### config.mk
export PLATFORM = sky130hd
export DESIGN_NAME = serial_adder_ctrl
export DESIGN_NICKNAME = d
export VERILOG_FILES = /design/src/rtl/serial_adder_ctrl_pkg.sv /design/src/rtl/serial_adder_ctrl_adder_4.sv /design/src/rtl/serial_adder_ctrl.sv
export SDC_FILE = /design/constraint.sdc
export NUM_CORES = 1
export LEC_CHECK = 0
export ABC_CLOCK_PERIOD_IN_PS = 3000
export BUFFER_PORTS_ARGS = -buffer_cell sky130_fd_sc_hd__buf_2
export CAP_MARGIN = 40
export CORE_UTILIZATION = 50
export CTS_CLUSTER_DIAMETER = 120
export CTS_CLUSTER_SIZE = 24
export DETAILED_ROUTE_END_ITERATION = 16
export GPL_TIMING_DRIVEN = 0
export PLACE_DENSITY = 0.76
export SLEW_MARGIN = 20
export SYNTH_ARGS = -nofsm -noshare
export SYNTH_HDL_FRONTEND = slang
export SYNTH_SLANG_ARGS = --single-unit
### constraint.sdc
create_clock -name clk -period 3 [get_ports clk]
set_clock_uncertainty 0.15 [all_clocks]
set_input_delay 0.15 -clock clk [delete_from_list [all_inputs] [get_ports clk]]
set_output_delay 0.15 -clock clk [all_outputs]
set_load 0.03 [all_outputs]
### src/rtl/serial_adder_ctrl_pkg.sv
// Shared definitions for the digit-serial adder: state encoding and digit width.
package serial_adder_ctrl_pkg;

  // Width of one digit handled by the nibble datapath per clock.
  localparam int NIBBLE_W = 4;

  // Controller states; the unused encoding 2'd3 is steered back to IDLE.
  typedef enum logic [1:0] {
    ST_IDLE = 2'd0,
    ST_RUN  = 2'd1,
    ST_DONE = 2'd2
  } state_e;

endpackage

### src/rtl/serial_adder_ctrl_adder_4.sv
// 4-bit ripple adder: combinational nibble datapath used by the serial controller.
module adder_4 (
  input  logic [3:0] a_i,
  input  logic [3:0] b_i,
  input  logic       cin_i,
  output logic [3:0] sum_o,
  output logic       cout_o
);

  logic [4:0] total_s;

  // Full 5-bit sum; the top bit is the carry into the next digit.
  always_comb begin
    total_s = {1'b0, a_i} + {1'b0, b_i} + {4'b0000, cin_i};
    sum_o   = total_s[3:0];
    cout_o  = total_s[4];
  end

endmodule

### src/rtl/serial_adder_ctrl.sv
// Digit-serial multi-nibble adder: latches operands on start, adds one nibble
// per clock LSB first through adder_4, and presents sum/cout with a done pulse.
module serial_adder_ctrl
  import serial_adder_ctrl_pkg::*;
#(
  parameter int NIBBLES = 4
) (
  input  logic                          clk,
  input  logic                          rst,
  input  logic                          start,
  input  logic [NIBBLE_W*NIBBLES-1:0]   a,
  input  logic [NIBBLE_W*NIBBLES-1:0]   b,
  input  logic                          cin,
  output logic                          ready,
  output logic                          busy,
  output logic                          done,
  output logic [NIBBLE_W*NIBBLES-1:0]   sum,
  output logic                          cout
);

  localparam int W     = NIBBLE_W * NIBBLES;
  localparam int CNT_W = (NIBBLES > 1) ? $clog2(NIBBLES) : 1;
  localparam logic [CNT_W-1:0] LAST_CNT = CNT_W'(NIBBLES - 1);

  state_e           state_q, state_d;
  logic [CNT_W-1:0] cnt_q, cnt_d;
  logic [W-1:0]     a_q, a_d;
  logic [W-1:0]     b_q, b_d;
  logic [W-1:0]     part_q, part_d;
  logic             carry_q, carry_d;
  logic [W-1:0]     sum_q, sum_d;
  logic             cout_q, cout_d;
  logic             ready_q, ready_d;
  logic             busy_q, busy_d;
  logic             done_q, done_d;

  logic [CNT_W+1:0] nib_idx_s;
  logic [3:0]       nib_a_s;
  logic [3:0]       nib_b_s;
  logic [3:0]       nib_sum_s;
  logic             nib_cout_s;

  // Select the operand digits addressed by the nibble counter.
  always_comb begin
    nib_idx_s = {cnt_q, 2'b00};
    nib_a_s   = a_q[nib_idx_s +: 4];
    nib_b_s   = b_q[nib_idx_s +: 4];
  end

  adder_4 u_adder_4 (
    .a_i    (nib_a_s),
    .b_i    (nib_b_s),
    .cin_i  (carry_q),
    .sum_o  (nib_sum_s),
    .cout_o (nib_cout_s)
  );

  // Next-state and datapath update; outputs are registered from the next state.
  always_comb begin
    state_d = state_q;
    cnt_d   = cnt_q;
    a_d     = a_q;
    b_d     = b_q;
    part_d  = part_q;
    carry_d = carry_q;
    sum_d   = sum_q;
    cout_d  = cout_q;

    case (state_q)
      ST_IDLE, ST_DONE: begin
        if (start) begin
          state_d = ST_RUN;
          a_d     = a;
          b_d     = b;
          carry_d = cin;
          cnt_d   = '0;
          part_d  = '0;
        end else begin
          state_d = ST_IDLE;
        end
      end
      ST_RUN: begin
        part_d[nib_idx_s +: 4] = nib_sum_s;
        carry_d                = nib_cout_s;
        cnt_d                  = cnt_q + CNT_W'(1);
        if (cnt_q == LAST_CNT) begin
          // Final digit: publish the completed result in the same edge.
          state_d = ST_DONE;
          sum_d   = part_d;
          cout_d  = nib_cout_s;
        end else begin
          state_d = ST_RUN;
        end
      end
      default: begin
        state_d = ST_IDLE;
      end
    endcase

    ready_d = (state_d == ST_IDLE) || (state_d == ST_DONE);
    busy_d  = (state_d == ST_RUN);
    done_d  = (state_d == ST_DONE);
  end

  // State and datapath registers with synchronous reset.
  always_ff @(posedge clk) begin
    if (rst) begin
      state_q <= ST_IDLE;
      cnt_q   <= '0;
      a_q     <= '0;
      b_q     <= '0;
      part_q  <= '0;
      carry_q <= 1'b0;
      sum_q   <= '0;
      cout_q  <= 1'b0;
      ready_q <= 1'b1;
      busy_q  <= 1'b0;
      done_q  <= 1'b0;
    end else begin
      state_q <= state_d;
      cnt_q   <= cnt_d;
      a_q     <= a_d;
      b_q     <= b_d;
      part_q  <= part_d;
      carry_q <= carry_d;
      sum_q   <= sum_d;
      cout_q  <= cout_d;
      ready_q <= ready_d;
      busy_q  <= busy_d;
      done_q  <= done_d;
    end
  end

  assign ready = ready_q;
  assign busy  = busy_q;
  assign done  = done_q;
  assign sum   = sum_q;
  assign cout  = cout_q;

endmodule

==> impl_metrics.json <==
{
  "overflow": 0,
  "synth_area_leaders": "dfxtp_1 44%, nand2_1 9.7%, a21oi_1 7.2%",
  "cts-root-buf": "clkbuf_8",
  "cp-startpoint": "cnt_q[0]",
  "port_buffers": 54,
  "hold_start": "start",
  "critical_path_class": "flop to flop",
  "reg2reg_to": "part_q[13]",
  "row_count": 29,
  "ff2ff_path_depth": 9,
  "timing.hold.ws_ns": 0.0916,
  "place_inst": 506,
  "clk-insertion-delay-late_ns": 0.35,
  "max_freq_mhz": 348,
  "slew_headroom_pct": 64.9,
  "reg2reg_slack_ns": 0.12,
  "placed_area_sq_um": 3660,
  "powerDensity_nw_per_um2": 540,
  "fillers": 514,
  "crit_path_end_kind": "flop",
  "firstDrtPassIters": 4,
  "run_status": "complete, no violations",
  "synth_top_area_share_pct": 44.4,
  "ff_latch_area_sq_um": 1470,
  "drive_above_1_share_pct": 24.8,
  "synth_nets": 422,
  "stdcell_count": 557,
  "min-delay-path-class": "primary input to flop",
  "vias": 3019,
  "die-width_microns": 83.1,
  "multi_input_area_sq_um": 1690,
  "setup_viol": 0,
  "total_power_mw": 2.32,
  "core_area_sq_um": 6350,
  "tightest_slew_ns": 0.527,
  "area_growth_pct": 30.8,
  "clock_sinks": 73,
  "arrival_ns": 3.01,
  "crit_fanout": 5,
  "netlist_instances": 375,
  "finalMaxSlewViolations": 0,
  "grt_pass1_wl_mm": 14.0,
  "p_leak_nw": 1.68,
  "cts_tree": "done",
  "gp_congestion": 0.896,
  "grt.total_usage_pct": 25.6,
  "crit_end": "part_q[13]",
  "path_clk_slew_ns": 0.08,
  "ant_nets": 0,
  "hpwl_mm": 5.50,
  "syn_area_per_cell_sq_um": 8.77,
  "cts.path.max_buffers": 2,
  "ys_seq_area_share_pct": 44.4,
  "ios": 56,
  "cts_made_buffers": 9,
  "htreeDepth": 3,
  "crit_required_ns": 3.14,
  "ys_warn_count": 0,
  "finalHoldViolations": 0,
  "synth_top_area_cell": "dfxtp_1",
  "wire_per_inst_microns": 14.7,
  "viasPerCell": 5.42,
  "floorplan.initialDensity_pct": 51.8,
  "maxCapViolCount": 0,
  "antennaDiodeCount": 0,
  "grt_pass1_vias": 2976,
  "ys_seq_elements": 73,
  "antenna_found_initial": 0,
  "fin_tns_setup_ns": 0,
  "drc": 0,
  "wl_mm": 8.19,
  "postLayoutCellArea_sq_um": 4300,
  "ys_types": 41,
  "min_period_ns": 2.88,
  "r2r_start": "cnt_q[0]",
  "grt_max_degree": 13,
  "layout.nets": 522,
  "syn-cell-area_sq_um": 3290,
  "die_area_sq_um": 6900,
  "ir_drop_mv": 0.497,
  "first_iter_violations": 162,
  "die_y_microns": 83.1,
  "cp-start-kind": "flop",
  "fin_crit_sh_pct": 95.9
}
[cell families after synthesis]
group | after synthesis | synth area share [%]
AOI/OAI and AO/OA | 88 | 17.4
xor gates and xnor gates | 1 | 0.266
adders and majority gates | 11 | 4.64
buffers and inverters | 37 | 4.95
DFF | 73 | 44.4
muxes | 14 | 7.53
and+or+nand+nor | 151 | 20.8
[routing by layer]
metal	global-route usage (%)	vias up	share of wire, %	routed length [microns]
met5	0	-	0	0
met2	43.7	112	51	4190
met3	4.37	16	6.1	501
met4	12.1	0	1.8	147
met1	31.5	1412	41	3350
li1	-	1479	-	-
[area by class of cell]
type / count / area share [%]
Multi-Input combinational cell: 265 / 39.2
Sequential cell: 73 / 34.1
Timing Repair Buffer: 90 / 14.5
Clock buffer: 12 / 3.61
Buffer: 26 / 3.17
Clock inverter: 4 / 2.30
Tap cell: 77 / 2.24
Inverter: 10 / 0.873
[placed cells by master (no fill, tap or decap), drive strengths merged]
cell type / synthesis / layout
nand2: 85 / 85
nand3: 5 / 5
and2: 2 / 2
a21bo: 1 / 1
nor3b: 1 / 1
or3b: 1 / 1
bufinv: 0 / 3
nor3: 7 / 7
a32oi: 4 / 4
nor2b: 12 / 12
dlygate4sd3: 0 / 33
o2bb2ai: 1 / 1
dfxtp: 73 / 73
nor4: 1 / 1
buf: 15 / 72
o31ai: 1 / 1
nand3b: 1 / 1
a21oi: 47 / 47
ha: 9 / 9
mux2: 6 / 6
a22oi: 4 / 4
clkbuf: 12 / 23
nand2b: 3 / 3
o21ai: 5 / 5
mux4: 8 / 8
a31oi: 4 / 4
o21a: 1 / 1
a41oi: 2 / 2
a221oi: 4 / 4
nor2: 33 / 33
xnor2: 1 / 1
inv: 10 / 10
clkinv: 0 / 1
a211oi: 14 / 14
fa: 2 / 2
[state kept, by name, summed over array words and instances, names as in the netlist]
signal   cells
a_q         16
b_q         16
busy         1
carry_q      1
cnt_q        2
cout         1
done         1
part_q      16
ready        1
state_q      2
sum         16
[worst min-delay path by stage]
stage	slack [ns]	end	cells after the start
after floorplan	0.14	a_q[0]	2
after global placement	0.24	a_q[12]	3
after global routing	0.11	part_q[4]	5
final	0.09	part_q[4]	5
after CTS	0.09	part_q[4]	5
after detailed placement	0.24	a_q[12]	3
[worst max-delay path, stage by stage (launching register included)]
cell,delay [ns]
dfxtp_4,0.38
buf_12,0.12
mux4_2,0.52
fa_2,0.38
inv_1,0.09
fa_2,0.47
nor2_4,0.18
a31oi_1,0.14
mux2_2,0.29
nor2_1,0.08
[metrics by stage]
step	setup WS, ns	util (%)
2_1_floorplan	0.0134	-
3_3_place_gp	-0.290	57.7
3_5_place_dp	-0.363	57.7
4_1_cts	0.0138	67.5
5_1_grt	-0.00100	67.7
6_report	0.123	67.7
[synthesized netlist by cell type (all sizes together)]
master and instances:
nand2 85, dfxtp 73, a21oi 47, nor2 33, buf 15, a211oi 14, clkbuf 12, nor2b 12
inv 10, ha 9, mux4 8, nor3 7, mux2 6, nand3 5, o21ai 5, a221oi 4
a22oi 4, a31oi 4, a32oi 4, nand2b 3, a41oi 2, and2 2, fa 2, a21bo 1
nand3b 1, nor3b 1, nor4 1, o21a 1, o2bb2ai 1, o31ai 1, or3b 1, xnor2 1
[what timing repair did]
action / 4_1_cts / 5_1_grt
pin swaps: 0 / 3
cloned: 0 / 0
buffers inserted: 2 / 1
hold buffers: 33 / 0
endpoints found under the setup margin: 12 / 4
gates resized for setup: 9 / 4
hold endpoints to repair: 33 / 0
[power by group]
| group | leakage, nW | switching [mW] | internal (mW) |
|---|---|---|---|
| registers | 0.595 | 0.0182 | 1.00 |
| logic | 0.963 | 0.188 | 0.146 |
| clock network | 0.127 | 0.366 | 0.600 |
(Power assumes the default switching activity.)
